==> src/rtl/regfile_mp_clr.sv <==
// Multi-read-port integer register file with optional write-to-read bypass.
// After reset a sequencer zeroes registers 1..NREGS-1 while busy is high; register 0 always reads zero.
module regfile_mp_clr #(
    parameter int unsigned XLEN   = 32,
    parameter int unsigned NREGS  = 32,
    parameter int unsigned NRD    = 2,
    parameter int unsigned BYPASS = 1
) (
    input  logic                              clk,
    input  logic                              rst,
    input  logic                              reg_wrW,
    input  logic [$clog2(NREGS)-1:0]          waddrW,
    input  logic [XLEN-1:0]                   wdata,
    input  logic [NRD*$clog2(NREGS)-1:0]      raddr,
    output logic [NRD*XLEN-1:0]               rdata,
    output logic                              busy
);

    localparam int unsigned AW = $clog2(NREGS);

    typedef enum logic {
        CLEAR = 1'b0,
        RUN   = 1'b1
    } state_e;

    state_e            state_q, state_d;
    logic [AW-1:0]     idx_q, idx_d;
    logic              busy_q, busy_d;
    logic [XLEN-1:0]   regs_q [NREGS];

    logic              arr_we;
    logic [AW-1:0]     arr_wa;
    logic [XLEN-1:0]   arr_wd;

    // Next-state logic and the single array write port shared by clear and writeback.
    always_comb begin
        state_d = state_q;
        idx_d   = idx_q;
        arr_we  = 1'b0;
        arr_wa  = '0;
        arr_wd  = '0;
        if (rst) begin
            state_d = CLEAR;
            idx_d   = AW'(1);
        end else begin
            case (state_q)
                CLEAR: begin
                    arr_we = 1'b1;
                    arr_wa = idx_q;
                    if (idx_q == AW'(NREGS - 1)) begin
                        state_d = RUN;
                    end else begin
                        idx_d = idx_q + AW'(1);
                    end
                end
                RUN: begin
                    arr_we = reg_wrW && (waddrW != '0);
                    arr_wa = waddrW;
                    arr_wd = wdata;
                end
                default: begin
                    state_d = CLEAR;
                    idx_d   = AW'(1);
                end
            endcase
        end
        busy_d = (state_d == CLEAR);
    end

    always_ff @(posedge clk) begin
        state_q <= state_d;
        idx_q   <= idx_d;
        busy_q  <= busy_d;
        if (arr_we) begin
            regs_q[arr_wa] <= arr_wd;
        end
    end

    assign busy = busy_q;

    // Asynchronous read ports; zero while clearing or when addressing register 0.
    always_comb begin
        logic [AW-1:0] ra;
        ra    = '0;
        rdata = '0;
        for (int p = 0; p < int'(NRD); p++) begin
            ra = raddr[p*AW +: AW];
            if ((state_q == RUN) && (ra != '0)) begin
                if ((BYPASS != 0) && reg_wrW && (waddrW == ra)) begin
                    rdata[p*XLEN +: XLEN] = wdata;
                end else begin
                    rdata[p*XLEN +: XLEN] = regs_q[ra];
                end
            end
        end
    end

endmodule
==> config.mk <==
export PLATFORM = sky130hd
export DESIGN_NAME = regfile_mp_clr
export DESIGN_NICKNAME = d
export VERILOG_FILES = /design/src/rtl/regfile_mp_clr.sv
export SDC_FILE = /design/constraint.sdc
export NUM_CORES = 1
export LEC_CHECK = 0
export CAP_MARGIN = 25
export CORE_UTILIZATION = 30
export CTS_CLUSTER_DIAMETER = 150
export DETAILED_ROUTE_END_ITERATION = 12
export HOLD_SLACK_MARGIN = 0.02
export PLACE_DENSITY_LB_ADDON = 0.2
export SYNTH_ARGS = -nofsm -noshare
export SYNTH_HDL_FRONTEND = slang
export SYNTH_SLANG_ARGS = --single-unit
export TNS_END_PERCENT = 10
==> constraint.sdc <==
create_clock -name clk -period 4.2 [get_ports clk]
set_clock_uncertainty 0.05 [all_clocks]
set_input_delay 0.84 -clock clk [delete_from_list [all_inputs] [get_ports clk]]
set_output_delay 0.84 -clock clk [all_outputs]
set_load 0.02 [all_outputs]
==> parameters.txt, run 1 <==
Parameter                              Value

Run status
  Result of the run    finished, violations left
  Failing checks    negative setup slack

Cells and area
  Area Growth Syn to Fin    23.3%
  Nets@finish    3157
  Number of diodes added for antenna fixing    0
  Register area    0.0309 mm2
  Commonest cells after routing, fill and taps aside    1024 x sky130_fd_sc_hd__edfxtp_1, 386 x sky130_fd_sc_hd__mux4_2, 316 x sky130_fd_sc_hd__buf_4
  Number of fill cells    14900
  Multi-input gate area    0.0170 mm2
  Proportion of layout cells with a drive suffix above 1    35.1%
  Most common library cell in the layout ignoring fill and taps    sky130_fd_sc_hd__edfxtp_1

STA
  Worst slew slack as a fraction of its limit    47.0%
  Hold violation count in the final report    0
  Post-route setup TNS    -167 ps
  Worst slack on hold paths    503 ps
  Period minus WS final    4260 ps
  Highest clock rate    235 MHz
  Transition at the pin with the smallest max-transition slack    793 ps
  Final Setup Violations    5
  Unrepaired setup endpoints after global routing    true
  Final worst-path cycle share    102%
  Post-layout worst setup margin    -63.2 ps
  Pins Over Slew Limit    0

Clock tree
  Post-cts hold buffer count    0
  Master cell of the clock root buffer    sky130_fd_sc_hd__clkbuf_16
  Sinks on Clock Net    ~1000
  Num CTS Buffers    109
  Clock latency on the worst-skew pair    around 720 ps
  Level count of the clock H-tree    3
  Number of buffers on the longest clock path    3
  Clock transition at the registers of the reported paths    about 60 ps
  Clock tree from TritonCTS    done

GRT
  Total Routing Usage GR    22.9%
  Met2 Track Usage GR    39.2%
  First-pass GRT wire length    261 mm
  Met3 layer usage reported by global route    3.39%
  Routing usage on met1    29.1%
  Busiest grt layer    met2
  Vias in the first global route    32100
  Total congestion overflow after global routing    0
  Pin count of the biggest net entering global routing    41
  Initial antenna violation count    0

Synth
  Nets in the synthesized netlist    approximately 2700
  Commonest register cell after synthesis    sky130_fd_sc_hd__edfxtp_1
  Cell type with the largest total area after synthesis    sky130_fd_sc_hd__edfxtp_1
  Average cell area after synthesis    ~18 um2
  Syn. warnings    0
  Fraction of registers with async set/reset    0%
  Post-Synthesis Cells    2673
  Synth Register Bits    1031
  Netlist area before placement    0.0486 mm2
  Netlist cell types    54
  Number of enable flip-flop cells after synthesis    1024
  Area contributors post-synth    sky130_fd_sc_hd__edfxtp_1 63%, sky130_fd_sc_hd__mux4_2 18%, sky130_fd_sc_hd__mux2i_1 5.3%
  Sequential element share of the synthesized area    63.6%
  Fraction of synthesized cell area taken by the top area cell type    63.3%

Floorplanning
  Boundary pin count    115
  Std cell rows    roughly 150
  Vert. Die Dim    404 um
  Floorplan die width    404 um
  Area inside the core boundary    0.161 mm2
  Die ar.    0.164 mm2
  Initial cell density of the core    a little under a third

Power and ir drop
  Power density over the cells    382 mW/mm2
  Share of power burned in combinational logic    9.3%
  IR drop worst, VDD    between 0.2 and 0.3 mV
  Sequential power share    49.2%
  Clock power frac    41.5%
  Cell-internal power    around 18 mW
  Leakage power figure    19.4 nW
  P_sw    roughly 5.4 mW
  Switching Share    23.4%

Detailed routing
  Iteration-0 DRC Markers    3700
  Routed vias    31000
  Vias/cell    5.79
  Wire length reported by the detailed router    189 mm
  Number of nets with antenna violations after detailed routing    0
  First-pass iteration count of the detailed router    6
  Post-detailed-route DRC marker count    0
  Post-detailed-route wirelength per cell    35.3 um

Worst hold path
  Worst min-delay path class    reg2reg

Critical path
  Category of the worst setup path launch point    input pin
  Path type of the worst setup path    in2out
  CP endpoint kind    output port
  CP Cell Sequence    clkdlybuf4s50_1, buf_4, buf_12, nand3b_1, buf_8, o22ai_1, a211oi_2, a21oi_1, buf_4, a22o_1, dlygate4sd2_1
  Maximum fanout count along the critical path    12
  Biggest cell delay along the critical path    ~500 ps
  Most frequent CP cell    sky130_fd_sc_hd__buf_4
  CP arrival    approximately 3400 ps
  Required time of the critical path    3310 ps
  Crit-path slowest cell    sky130_fd_sc_hd__clkdlybuf4s50_1

Placed design
  Hpwl dp    around 120 mm
  Final weighted congestion in routability-driven placement    0.854
  Number of buffers inserted by port buffering    around 110

Job
  Number of maximum-capacitance violations    0
routing by layer:
metal / vias to the layer above / wire, um
met2: 1564 / 94700
met5: - / 0
met3: 325 / 12900
met4: 0 / 7330
met1: 16700 / 74100
li1: 12400 / -
critical path, delay by kind of cell:
kind            cells  cell delay [ps]
compound gates      4              780
buf+inv             6             1520
simple gates        1              180
kinds of logic (layout without fill, tap and decap cells):
family          count (synthesis)  in the layout  synth area share (%)
xor+xnor                       13             13                 0.234
buf+inv                       235            756                  2.61
compound gates                491            492                  7.73
flops                        1031           1031                  63.6
mux                           644            644                  23.2
fa+ha+maj                       2              2                0.0515
simple gates                  257            257                  2.61
final timing paths:
path / from / end / slack [ps] / cells after the start
setup / recovery: raddr[3] / rdata[25] / -60 / 11
hold / removal: idx_q[1] / idx_q[1] / 500 / 2
setup reg to reg: state_q / regs_q[13][6] / 1410 / 7
hold reg to reg: idx_q[1] / idx_q[1] / 500 / 2
cells in the mapped netlist (32+ instances only):
master                     count
sky130_fd_sc_hd__nand3_1      38
sky130_fd_sc_hd__edfxtp_1   1024
sky130_fd_sc_hd__o221ai_1     32
sky130_fd_sc_hd__a22oi_1      66
sky130_fd_sc_hd__and2_1       35
sky130_fd_sc_hd__a221oi_1     63
sky130_fd_sc_hd__nand2_1      47
sky130_fd_sc_hd__buf_2        74
sky130_fd_sc_hd__nor2_1       77
sky130_fd_sc_hd__mux4_2      386
sky130_fd_sc_hd__clkbuf_1     94
sky130_fd_sc_hd__a21oi_1      46
sky130_fd_sc_hd__a31oi_1      34
sky130_fd_sc_hd__a211oi_1     43
sky130_fd_sc_hd__a22o_1       62
sky130_fd_sc_hd__mux2i_1     256
cell type report:
cell class	instances	share of cell area, %
sequential	1031	51.5
tap	2160	4.51
multi-input combinational	1408	28.4
clock inverter	58	0.802
inverter	7	0.0459
timing repair buffer	548	9.75
clock buffer	143	4.94
timing repair:
action | in CTS | in global routing
pin swaps | 4 | 2
hold endpoints to repair | 0 | 0
resized for setup | 116 | 74
setup endpoints to repair | 61 | 52
cloned | 2 | 0
buffers inserted | 3 | 0
stage by stage:
step | std cells | utilization, % | power, mW | cell area, um2 | setup slack [ps]
finish | 5355 | 37.3 | 22.9 | 59900 | -63.2
global route | 5355 | 37.3 | 23.5 | 59900 | -81.2
CTS | 5353 | 37.2 | 23.1 | 59800 | -149
detailed placement | 5147 | 35.0 | 13.6 | 56200 | -663
global placement | 5146 | 35.0 | 13.6 | 56200 | -556
floorplan | 2673 | - | 12.6 | 48600 | 573
flip-flops by register name, summed over array words and instances, names as in the netlist:
signal and count:
regs_q 1024, busy 1, state_q 1, idx_q 5
power groups by stage:
| stage | Clock (mW) | Sequential (mW) | Combinational (mW) |
|---|---|---|---|
| finish | 9.52 | 11.3 | 2.12 |
| global route | 10.0 | 11.3 | 2.20 |
| global placement | 0 | 11.5 | 2.07 |
| CTS | 9.68 | 11.3 | 2.10 |
| floorplan | 0 | 11.5 | 1.10 |
| detailed placement | 0 | 11.5 | 2.07 |
No activity file was read; power rests on OpenSTA's default activity.
==> run 2: changes to the inputs <==
CELL_PAD_IN_SITES_DETAIL_PLACEMENT = 1   (was not set)
CELL_PAD_IN_SITES_GLOBAL_PLACEMENT = 1   (was not set)
CORE_UTILIZATION = 55   (was 30)
==> parameters.txt, run 2 (synthesized netlist as in run 1, its figures left out) <==
Parameter                              Value

Run status
  Result of the run    finished, violations left
  Failing checks    negative setup slack

Critical path
  CP Cell Sequence    clkdlybuf4s50_1, buf_4, or3b_2, buf_12, o22ai_1, a2111oi_4, a21oi_2, a22o_1, dlygate4sd2_1
  Largest delay share family, worst path    buffers and inverters
  Category of the worst setup path launch point    input pin
  CP endpoint kind    output port
  Number of buffer and inverter instances along the worst setup path    4
  Maximum fanout count along the critical path    32
  Worst reg-to-reg path cell count    5
  Worst reg2reg path endpoint    regs_q[0][15]
  Worst-case register-to-register setup slack    1640 ps
  Biggest cell delay along the critical path    approximately 500 ps
  Crit Reg-Reg Startpoint    state_q
  CP arrival    3400 ps
  Path type of the worst setup path    in2out
  Required time of the critical path    3310 ps
  Crit-path slowest cell    sky130_fd_sc_hd__or3b_2

STA
  Final Setup Violations    14
  Post-layout worst setup margin    -88.4 ps
  Worst slew slack as a fraction of its limit    40.5%
  Post-route setup TNS    -509 ps
  Final worst-path cycle share    102%
  Highest clock rate    233 MHz
  Transition at the pin with the smallest max-transition slack    891 ps
  Unrepaired setup endpoints after global routing    true
  Hold violation count in the final report    0
  Pins Over Slew Limit    0
  Period minus WS final    4290 ps

Cells and area
  Nets@finish    3114
  Flip-flop count of the largest register, all copies and words added    1024
  Proportion of layout cells with a drive suffix above 1    34.1%
  Largest regs    regs_q x1024, idx_q x5
  Register with the most flip-flops    regs_q
  Area Growth Syn to Fin    19.7%
  Final standard cell area without fillers    0.0581 mm2
  Commonest cells after routing, fill and taps aside    1024 x sky130_fd_sc_hd__edfxtp_1, 386 x sky130_fd_sc_hd__mux4_2, 287 x sky130_fd_sc_hd__buf_4
  Number of fill cells    7204
  Most common library cell in the layout ignoring fill and taps    sky130_fd_sc_hd__edfxtp_1
  Multi-input gate area    approximately 0.017 mm2
  Register area    ~0.03 mm2

Placed design
  Hpwl dp    110 mm
  Area of placed instances    between 0.05 and 0.06 mm2
  Final weighted congestion in routability-driven placement    0.892
  Number of buffers inserted by port buffering    114

GRT
  Total Routing Usage GR    41.2%
  First-pass GRT wire length    between 200 and 300 mm
  Total congestion overflow after global routing    0
  Initial antenna violation count    0
  Vias in the first global route    around 35000
  Pin count of the biggest net entering global routing    65

Clock tree
  Level count of the clock H-tree    3
  Clock tree from TritonCTS    done
  Num CTS Buffers    107
  Master cell of the clock root buffer    sky130_fd_sc_hd__clkbuf_16
  Clock latency on the worst-skew pair    between 600 and 700 ps
  Number of buffers on the longest clock path    3
  Sinks on Clock Net    1031
  Clock transition at the registers of the reported paths    about 70 ps

Worst hold path
  Start point of the worst min-delay path    idx_q[1]
  Worst hold path endpoint    idx_q[1]
  Worst min-delay path class    reg2reg
  Worst hold path stage count    2

Detailed routing
  Number of nets with antenna violations after detailed routing    0
  Post-detailed-route DRC marker count    0
  Post-detailed-route wirelength per cell    42.5 um
  Routed vias    33300
  Wire length reported by the detailed router    183 mm
  Vias/cell    roughly 7.7
  First-pass iteration count of the detailed router    7
  Iteration-0 DRC Markers    just over 5000

Power and ir drop
  Power density over the cells    just under 400 mW/mm2
  Switching Share    23.3%
  Leakage power figure    19.2 nW
  Share of power burned in combinational logic    9.0%
  Cell-internal power    17.7 mW
  Sequential power share    around 50%
  P_sw    approximately 5.4 mW
  Clock power frac    ~42%
  IR drop worst, VDD    0.511 mV

Floorplanning
  Floorplan die width    299 um
  Boundary pin count    115
  Die ar.    0.0896 mm2
  Initial cell density of the core    a little under three fifths
  Vert. Die Dim    299 um
  Std cell rows    108
  Area inside the core boundary    0.0872 mm2

Job
  Number of maximum-capacitance violations    0
run 2: changes by cell type in the layout (fill, tap and decap cells not counted), moves of 4 or more:
| cell | previous run | this run |
|---|---|---|
| sky130_fd_sc_hd__a211oi_2 | 11 | 7 |
| sky130_fd_sc_hd__clkbuf_2 | 20 | 30 |
| sky130_fd_sc_hd__clkinv_1 | 19 | 15 |
| sky130_fd_sc_hd__clkbuf_16 | 114 | 110 |
| sky130_fd_sc_hd__a221o_2 | 4 | 0 |
| sky130_fd_sc_hd__clkdlybuf4s15_2 | 4 | 8 |
| sky130_fd_sc_hd__a211oi_1 | 32 | 36 |
| sky130_fd_sc_hd__clkdlybuf4s50_1 | 38 | 42 |
| sky130_fd_sc_hd__buf_6 | 11 | 4 |
| sky130_fd_sc_hd__buf_4 | 316 | 287 |
| sky130_fd_sc_hd__a221o_1 | 27 | 31 |
| sky130_fd_sc_hd__dlygate4sd2_1 | 21 | 15 |
| sky130_fd_sc_hd__bufinv_16 | 7 | 12 |
| sky130_fd_sc_hd__buf_12 | 115 | 107 |
run 2: what timing repair did:
action                     in CTS  in global routing
buffers inserted                3                  2
pin swaps                       7                  5
setup endpoints to repair      63                 54
cloned                          1                  0
resized for setup             116                 65
hold buffers                    0                  0
run 2: power groups by stage:
stage | combinational [mW] | clock, mW | sequential [mW]
2_1_floorplan | 1.10 | 0 | 11.5
3_3_place_gp | 1.91 | 0 | 11.5
3_5_place_dp | 1.97 | 0 | 11.5
4_1_cts | 2.02 | 9.73 | 11.3
5_1_grt | 2.11 | 10.1 | 11.3
6_report | 2.07 | 9.73 | 11.3
run 2: through the flow:
step           instances  utilization (%)  setup WS [ps]  total power, mW  hold WS [ps]
5_1_grt             4303             66.7           -108             23.4           554
6_report            4306             66.7          -88.4             23.1           510
3_5_place_dp        4102             62.6           -463             13.5           489
4_1_cts             4301             66.7           -260             23.0           507
2_1_floorplan       2673                -            573             12.6           443
3_3_place_gp        4101             62.5           -472             13.4           479
run 2: how the worst max path moves through the flow:
stage                     startpoint      endpoint  slack (ps)  cells past startpoint
after floorplan            waddrW[4]  regs_q[3][0]         570                      6
after global routing        raddr[3]      rdata[0]        -110                      9
final                       raddr[3]      rdata[0]         -90                      9
after CTS                   raddr[3]     rdata[29]        -260                      9
after detailed placement    raddr[3]      rdata[0]        -460                     10
after global placement     waddrW[1]      rdata[1]        -470                      7
run 2: metal layers:
layer / track usage, % / part of all wire [%] / vias to the layer above
li1: - / - / 12300
met1: 52.9 / 34 / 17300
met2: 64.1 / 47 / 2952
met3: 9.55 / 12 / 735
met4: 26.1 / 7.2 / 0
met5: 0 / 0 / -
run 2: worst register-to-register path: stages (launching register included):
cell                       delay (ps)
sky130_fd_sc_hd__dfxtp_1          370
sky130_fd_sc_hd__buf_4            260
sky130_fd_sc_hd__mux2i_1          420
sky130_fd_sc_hd__o21bai_1         350
sky130_fd_sc_hd__nor2_4           470
sky130_fd_sc_hd__buf_12           310
run 2: layout make-up:
cell class / instances / area share (%)
flip-flops and latches: 1031 / 53.1
inverters: 7 / 0.0473
multi-input cells: 1407 / 29.1
clock buffers: 137 / 4.94
diodes: 3 / 0.0129
well taps: 1155 / 2.49
repair buffers: 508 / 9.18
clock inverters: 58 / 1.08
